File: src/rtl/fpu_cvt_pkg.sv
// Shared encodings and constants for the FP64<->FP32 convert scheduler.
package fpu_cvt_pkg;
  localparam logic        CVT_D2S       = 1'b0;
  localparam logic        CVT_S2D       = 1'b1;
  localparam logic [11:0] EXP_BIAS_DIFF = 12'd896;
  localparam logic [7:0]  F32_INF_EXP   = 8'hFF;
  localparam logic [10:0] F64_INF_EXP   = 11'h7FF;

  typedef struct packed {
    logic [63:0] data;
    logic        ovf;
    logic        unf;
  } cvt_res_t;
endpackage

File: src/rtl/fpu_cvt_core.sv
// Combinational FP64<->FP32 converter; no denormal, NaN or rounding handling.
module fpu_cvt_core
  import fpu_cvt_pkg::*;
(
  input  logic        op,
  input  logic [63:0] src,
  output cvt_res_t    res
);
  logic [11:0] eb;
  logic [10:0] e64;

  always_comb begin
    res = '0;
    eb  = {1'b0, src[62:52]} - EXP_BIAS_DIFF;
    e64 = {3'b000, src[30:23]} + EXP_BIAS_DIFF[10:0];
    if (op == CVT_D2S) begin
      // eb negative -> underflow; eb above 8 bits -> overflow (NaN lands here too)
      if (eb[11]) begin
        res.unf = 1'b1;
      end else if (eb[11:8] == 4'h0) begin
        res.data[31:0] = {src[63], eb[7:0], src[51:29]};
      end else begin
        res.data[31:0] = {src[63], F32_INF_EXP, 23'h0};
        res.ovf        = 1'b1;
      end
    end else begin
      if (src[30:23] == 8'h00)
        res.data = {src[31], 63'h0};
      else if (src[30:23] == F32_INF_EXP)
        res.data = {src[31], F64_INF_EXP, src[22:0], 29'h0};
      else
        res.data = {src[31], e64, src[22:0], 29'h0};
    end
  end
endmodule

File: src/rtl/fpu_cvt_sched.sv
// Two-port arbiter feeding a shared 2-stage convert pipeline with valid/ready output.
module fpu_cvt_sched
  import fpu_cvt_pkg::*;
#(
  parameter int FIXED_PRIO = 0,
  parameter int TAG_W      = 4
) (
  input  logic             clk,
  input  logic             reset,
  input  logic             req0,
  input  logic             op0,
  input  logic [63:0]      src0,
  input  logic [TAG_W-1:0] tag0,
  output logic             ack0,
  input  logic             req1,
  input  logic             op1,
  input  logic [63:0]      src1,
  input  logic [TAG_W-1:0] tag1,
  output logic             ack1,
  output logic             out_valid,
  input  logic             out_ready,
  output logic             out_port,
  output logic [TAG_W-1:0] out_tag,
  output logic [63:0]      out_data,
  output logic             out_ovf,
  output logic             out_unf,
  output logic             busy
);
  logic             s1_vld_q, s1_vld_d, s1_op_q, s1_op_d, s1_port_q, s1_port_d;
  logic [63:0]      s1_src_q, s1_src_d;
  logic [TAG_W-1:0] s1_tag_q, s1_tag_d;
  logic             s2_vld_q, s2_vld_d, s2_port_q, s2_port_d;
  logic [TAG_W-1:0] s2_tag_q, s2_tag_d;
  cvt_res_t         s2_res_q, s2_res_d, core_res;
  logic             ptr_q, ptr_d;
  logic             s1_take, s2_take, gnt0, gnt1;

  fpu_cvt_core u_core (
    .op  (s1_op_q),
    .src (s1_src_q),
    .res (core_res)
  );

  always_comb begin
    s2_take   = !s2_vld_q || out_ready;
    s1_take   = !s1_vld_q || s2_take;
    gnt0      = s1_take && req0 && ((FIXED_PRIO != 0) || !ptr_q || !req1);
    gnt1      = s1_take && req1 && !gnt0;
    ptr_d     = ptr_q;
    s1_vld_d  = s1_vld_q;
    s1_op_d   = s1_op_q;
    s1_port_d = s1_port_q;
    s1_src_d  = s1_src_q;
    s1_tag_d  = s1_tag_q;
    s2_vld_d  = s2_vld_q;
    s2_port_d = s2_port_q;
    s2_tag_d  = s2_tag_q;
    s2_res_d  = s2_res_q;
    // pointer parks on the port that lost (or did not ask)
    if (gnt0 || gnt1) ptr_d = gnt0;
    if (s1_take) begin
      s1_vld_d = gnt0 || gnt1;
      if (gnt0 || gnt1) begin
        s1_op_d   = gnt0 ? op0  : op1;
        s1_src_d  = gnt0 ? src0 : src1;
        s1_tag_d  = gnt0 ? tag0 : tag1;
        s1_port_d = gnt1;
      end
    end
    if (s2_take) begin
      s2_vld_d = s1_vld_q;
      if (s1_vld_q) begin
        s2_res_d  = core_res;
        s2_tag_d  = s1_tag_q;
        s2_port_d = s1_port_q;
      end
    end
  end

  always_ff @(posedge clk) begin
    if (reset) begin
      ptr_q     <= 1'b0;
      s1_vld_q  <= 1'b0;
      s1_op_q   <= 1'b0;
      s1_port_q <= 1'b0;
      s1_src_q  <= '0;
      s1_tag_q  <= '0;
      s2_vld_q  <= 1'b0;
      s2_port_q <= 1'b0;
      s2_tag_q  <= '0;
      s2_res_q  <= '0;
    end else begin
      ptr_q     <= ptr_d;
      s1_vld_q  <= s1_vld_d;
      s1_op_q   <= s1_op_d;
      s1_port_q <= s1_port_d;
      s1_src_q  <= s1_src_d;
      s1_tag_q  <= s1_tag_d;
      s2_vld_q  <= s2_vld_d;
      s2_port_q <= s2_port_d;
      s2_tag_q  <= s2_tag_d;
      s2_res_q  <= s2_res_d;
    end
  end

  assign ack0      = gnt0 && !reset;
  assign ack1      = gnt1 && !reset;
  assign out_valid = s2_vld_q;
  assign out_port  = s2_port_q;
  assign out_tag   = s2_tag_q;
  assign out_data  = s2_res_q.data;
  assign out_ovf   = s2_res_q.ovf;
  assign out_unf   = s2_res_q.unf;
  assign busy      = s1_vld_q || s2_vld_q;
endmodule

File: config.mk
export PLATFORM = sky130hd
export DESIGN_NAME = fpu_cvt_sched
export DESIGN_NICKNAME = d
export VERILOG_FILES = /design/src/rtl/fpu_cvt_pkg.sv /design/src/rtl/fpu_cvt_core.sv /design/src/rtl/fpu_cvt_sched.sv
export SDC_FILE = /design/constraint.sdc
export NUM_CORES = 1
export LEC_CHECK = 0
export BUFFER_PORTS_ARGS = -buffer_cell sky130_fd_sc_hd__buf_2
export CAP_MARGIN = 20
export CORE_MARGIN = 10
export CORE_UTILIZATION = 53
export CTS_BUF_LIST = sky130_fd_sc_hd__clkbuf_16
export DETAILED_ROUTE_END_ITERATION = 10
export PLACE_DENSITY = 0.86
export RECOVER_POWER = 50
export SETUP_SLACK_MARGIN = 0.2
export SKIP_LAST_GASP = 1
export SLEW_MARGIN = 0
export SYNTH_ARGS = -nofsm -noshare
export SYNTH_HDL_FRONTEND = slang
export SYNTH_SLANG_ARGS = --single-unit
File: constraint.sdc
create_clock -name clk -period 5.4 [get_ports clk]
set_input_delay 0.27 -clock clk [delete_from_list [all_inputs] [get_ports clk]]
set_output_delay 0.27 -clock clk [all_outputs]
set_load 0.005 [all_outputs]
---- Word level (Yosys, flattened, before mapping) ----
Cells that the tools add are included.
operators by class
  add/sub/neg operators ................... 2
  equal/unequal tests ..................... 1
  mux-type cells .......................... 12
  reduce and logical (&&, ||, !) cells .... 21
operator list
  operator                                                                count
  63-bit two-way mux                                                      2
  32-bit two-way mux                                                      2
  64-bit two-way mux                                                      1
  33-bit two-way mux                                                      1
  31-bit two-way mux                                                      1
  11-bit by 10-bit subtractor with 12-bit output (second input constant)  1
  8-bit by 10-bit adder with 11-bit output (second input constant)        1
  8-bit == test (second input constant)                                   1
  8-bit logical NOT                                                       1
  1-bit logical AND                                                       6
  1-bit logical NOT                                                       6
  1-bit logical OR                                                        5
  4-bit logical NOT                                                       1
  4-bit two-way mux                                                       1
  2-bit AND reduction                                                     2
  1-bit two-way mux                                                       3
  2-bit two-way mux                                                       1
word-level totals
  bits in registers ....................... 144
  bits of input ports ..................... 143
  output and inout bits ................... 75
  word-level logic and storage cells ...... 48

---- Logic depth before layout (Yosys ltp) ----
  depth in word-level cells ............... 9
  depth in mapped cells ................... 7
  gate-level depth less buffers ........... 5

---- Modules after synthesis ----
A second synthesis with hierarchy kept.
unflattened totals
  cell total of the unflattened synthesis .. 853
  area, all modules ....................... 7023.0 µm²
by module, submodules not included
  module         times used  cells each  area an instance (µm²)  seq. area each (µm²)
  fpu_cvt_sched  1           754         6248.5                  2882.8
  fpu_cvt_core   1           99          774.5                   0.0

---- Worst setup path after synthesis ----
Ideal clock, no wire load.
  path type ............................... reg2reg
  from .................................... register s1_src_q[59]
  to ...................................... register s2_res_q, in the netlist out_data[10]
  arrival time ............................ 1800 ps
  data required time ...................... 5343 ps
  setup slack ............................. 3543 ps
  stages on the path, launching flop included .. 6
  buffers on the path ..................... 1
  period minus slack after synthesis ...... 1857 ps
  path through ............................ dfxtp_1 > ha_1 > or3_4 > a2111oi_4 > buf_6 > a22o_2
between the ends
  cells in the longest elaborated chain, start to end .. 5
RTL lines
  item                                              RTL line              source
  start: declaration                                fpu_cvt_sched.sv:30   logic [63:0] s1_src_q, s1_src_d;
  start signal: assignment                          fpu_cvt_sched.sv:97   s1_src_q <= s1_src_d;
  11-bit by 10-bit subtractor with 12-bit output *  fpu_cvt_core.sv:14    eb = {1'b0, src[62:52]} - EXP_BIAS_DIFF;
  4-bit logical NOT                                 fpu_cvt_core.sv:20    end else if (eb[11:8] == 4'h0) begin
  31-bit two-way mux                                fpu_cvt_core.sv:20
  33-bit two-way mux *                              fpu_cvt_core.sv:18    if (eb[11]) begin
  32-bit two-way mux *                              fpu_cvt_core.sv:16    if (op == CVT_D2S) begin
  end signal: assignment                            fpu_cvt_sched.sv:102  s2_res_q <= s2_res_d;
  end: declaration                                  fpu_cvt_sched.sv:34   cvt_res_t s2_res_q, s2_res_d, core_res;
Every way passes the cells marked *; elsewhere a longest branch is shown, timed or not.
A chain may end at the register's enable or synchronous reset.

---- Worst setup path in the final report ----
  from .................................... input req0
  to ...................................... register s1_src_q[39]
between the ends
  cells in the longest elaborated chain, start to end .. 6
  elaborated cells on any way between the ends .. 7
  those cells by class .................... 1 x mux; 6 x reduce/logical
RTL lines
  item                              RTL line             source
  start: declaration                fpu_cvt_sched.sv:10  input logic req0,
  1-bit logical AND * (2 in a row)  fpu_cvt_sched.sv:47  gnt0 = s1_take && req0 && ((FIXED_PRIO != 0) || !ptr_q || !req1);
  1-bit logical NOT                 fpu_cvt_sched.sv:48  gnt1 = s1_take && req1 && !gnt0;
  1-bit logical AND                 fpu_cvt_sched.sv:48
  1-bit logical OR                  fpu_cvt_sched.sv:63  if (gnt0 || gnt1) begin
  2-bit AND reduction (no line)     --
Marked as above.

==> metrics <==
outcome complete, but fails checks; failing checks max-capacitance violations, max-slew violations; CP Max Fanout 44; Design Power 2.56 mW; Seq/Total Area, Yosys 0.500; Clk pwr share 0.429; Flop pwr share 0.453; Final Hold Fails 0; Post-CTS Setup Repair Bufs 0; Tcrit/Tclk final 0.695; Static Leak 3.02 nW; drt total wl 18300 um; DRT antenna net count 0; Via Count 5722; cell count after synthesis roughly 680; DRC 0; synth warn 0; WP data required 5.69 ns; clock latency on the worst-skew pair 0.40 ns; CTS Buf Count 17; vias per cell around 5.6; fill count approximately 840; DIE AREA 15300 um2; gr busiest metal met2; total gr overflow 0; Die Ht 124 um; Setup TNS 0 ns; global-route met2 utilization 0.351; reg2reg path depth 5; clock tree buffer depth 2; GR Util met3 0.0896; Rows 37; maxcap violations 2; Hold EP s1_src_q[26]$_SDFFE_PP0P_; routability cong. 0.854; Psw between 600 and 700 uW; VDD IR max 0.310 mV; reg-to-reg critical path endpoint s1_src_q[39]$_SDFFE_PP0P_; global-route wire length before repair ~28000 um; Syn Nets approximately 830; synth unique cells 44; EDFF count, synth 0; leading register cell type out of synthesis dfxtp_1; Layout Nets 1009; minimum clock period approximately 3.8 ns; largest net degree at the start of global routing 83; syn_area_per_cell around 8.3 um2; hold path startpoint src1[26]; number of global-route vias before repair around 5500; M1 GR Usage 0.288; worst slew pin tran 3.27 ns; Crit Reg-Reg Startpoint s1_vld_q$_SDFFE_PP0N_; Seq. cell area 2840 um2; post-place setup slack 3.07 ns; Critical Path AT 4.04 ns; Power Density 352 nW/um2; drt pass-1 iters 5; Clock transition at path regs 0.06 ns; layout cell share with drive strength beyond 1 0.253; hold slack 0.101 ns; Root Buffer clkbuf_16; sw frac 0.256; Slew Limit Fails 69; WS Path Type input port to flip-flop; Post-synth ARST share 0; HP Class input port to flip-flop; port buffer count 217; Clock H-tree levels 4; initial antenna violation count 1; FF-to-FF setup slack 2.18 ns; Worst Setup Slack, final 1.65 ns; CTS Sinks 142; Slew headroom -1.20; Final Setup Violations 0; Initial Util 0.549; die width around 120 um; RSZ-0062 raised after global routing no; Area Overhead vs Synth 27.5%; Internal 1.90 mW; fmax 0.267 GHz; DP HPWL between 10000 and 15000 um; Non-Filler Instances just over 1000; post_cts resized 0; area of the multi-input gates 2590 um2; critical path capture point type flip-flop; Startpoint Class input port; Comb power frac 0.118; GRT Total Usage 0.231; Starting DRT DRC Count a little over 600; hold path cells 3; #FFs+latches synth 142; Core Area 10400 um2; Cell Area, Synth ~5700 um2; # placed instances 981; TritonCTS clock tree built; final clock skew 0.00963 ns; I/O Pins 218; DR WL/cell 18.0 um; number of hold buffers added after cts 0
==> placed cells by master (no fill, tap or decap), types with 17 or more instances in the layout <==
| cell type | netlist | layout |
|---|---|---|
| a211oi_1 | 71 | 71 |
| a21oi_1 | 110 | 110 |
| a22o_2 | 20 | 20 |
| buf_2 | 3 | 151 |
| clkbuf_1 | 51 | 66 |
| clkbuf_16 | 0 | 17 |
| dfxtp_1 | 142 | 142 |
| nand2_1 | 117 | 117 |
| nand3_1 | 35 | 34 |
| nor2_1 | 78 | 77 |
==> area by class of cell <==
cell class,instances,area share
diodes,2,0.000690
repair buffers,227,0.150
multi-input cells,476,0.357
well taps,136,0.0235
inverters,1,0.000517
clock buffers,17,0.0586
flip-flops and latches,142,0.392
clock inverters,14,0.0178
==> stage by stage <==
| step | utilization | instance area (um2) |
|---|---|---|
| after floorplan | - | 5690 |
| after CTS | 0.707 | 7330 |
| after detailed placement | 0.654 | 6780 |
| after global placement | 0.654 | 6780 |
| after global routing | 0.699 | 7250 |
| final | 0.700 | 7260 |
==> cell usage after synthesis, drive strengths merged, types with 2 or more instances <==
| cell | count | share of area |
|---|---|---|
| a211oi | 71 | 0.094 |
| a21boi | 2 | 0.0026 |
| a21oi | 110 | 0.097 |
| a221o | 6 | 0.011 |
| a22o | 23 | 0.040 |
| and3 | 2 | 0.0024 |
| buf | 12 | 0.013 |
| clkbuf | 51 | 0.034 |
| dfxtp | 142 | 0.50 |
| nand2 | 117 | 0.077 |
| nand2b | 3 | 0.0033 |
| nand3 | 35 | 0.031 |
| nand3b | 3 | 0.0040 |
| nor2 | 78 | 0.051 |
| nor2b | 2 | 0.0022 |
| nor4 | 3 | 0.0059 |
| o211ai | 2 | 0.0026 |
| o21ai | 2 | 0.0018 |
==> worst max path at each step <==
stage | start | endpoint | slack, ns | depth (start not counted)
floorplan | s1_src_q[59]$_SDFFE_PP0P_ | out_data[10]$_SDFFE_PP0P_ | 3.54 | 5
global placement | s1_op_q$_SDFFE_PP0P_ | out_data[30]$_SDFFE_PP0P_ | 3.17 | 3
detailed placement | out_ready | s1_src_q[33]$_SDFFE_PP0P_ | 3.07 | 6
CTS | s1_vld_q$_SDFFE_PP0N_ | ack0 | 2.78 | 5
global route | req0 | s1_src_q[39]$_SDFFE_PP0P_ | 1.31 | 5
finish | req0 | s1_src_q[39]$_SDFFE_PP0P_ | 1.65 | 5
==> layer usage <==
metal  part of all wire  vias to the layer above
met3               0.11                       18
met5                  0                        -
met4              0.017                        0
met2               0.46                      273
met1               0.41                     2657
li1                   -                     2774
==> worst max-delay path: stages <==
cell      delay [ns]
buf_2           0.13
o21ai_0         2.43
buf_4           0.73
a21oi_1         0.12
a211oi_1        0.33
==> registers in the layout, indices dropped and copies added (netlist names) <==
name       cells
s1_src_q      64
out_data      62
out_tag        4
s1_tag_q       4
out_ovf        1
out_port       1
out_unf        1
out_valid      1
ptr_q          1
s1_op_q        1
s1_port_q      1
s1_vld_q       1
==> logic make-up (layout without fill, tap and decap cells) <==
kind of cell,count (synthesis),in the layout,share of synthesized area
and+or+nand+nor,252,252,0.190
muxes,1,1,0.00198
adders and majority gates,1,1,0.00220
DFF,142,142,0.500
AOI/OAI and AO/OA,222,222,0.260
buffers and inverters,64,259,0.0468
other,0,2,0
==> power by group through the flow <==
stage	clock, mW	combinational, mW	sequential (mW)
global placement	0	0.296	1.17
floorplan	0	0.190	1.16
detailed placement	0	0.301	1.18
CTS	1.10	0.305	1.16
global route	1.15	0.339	1.17
finish	1.10	0.302	1.16
Power figures use the tool's default switching activity.
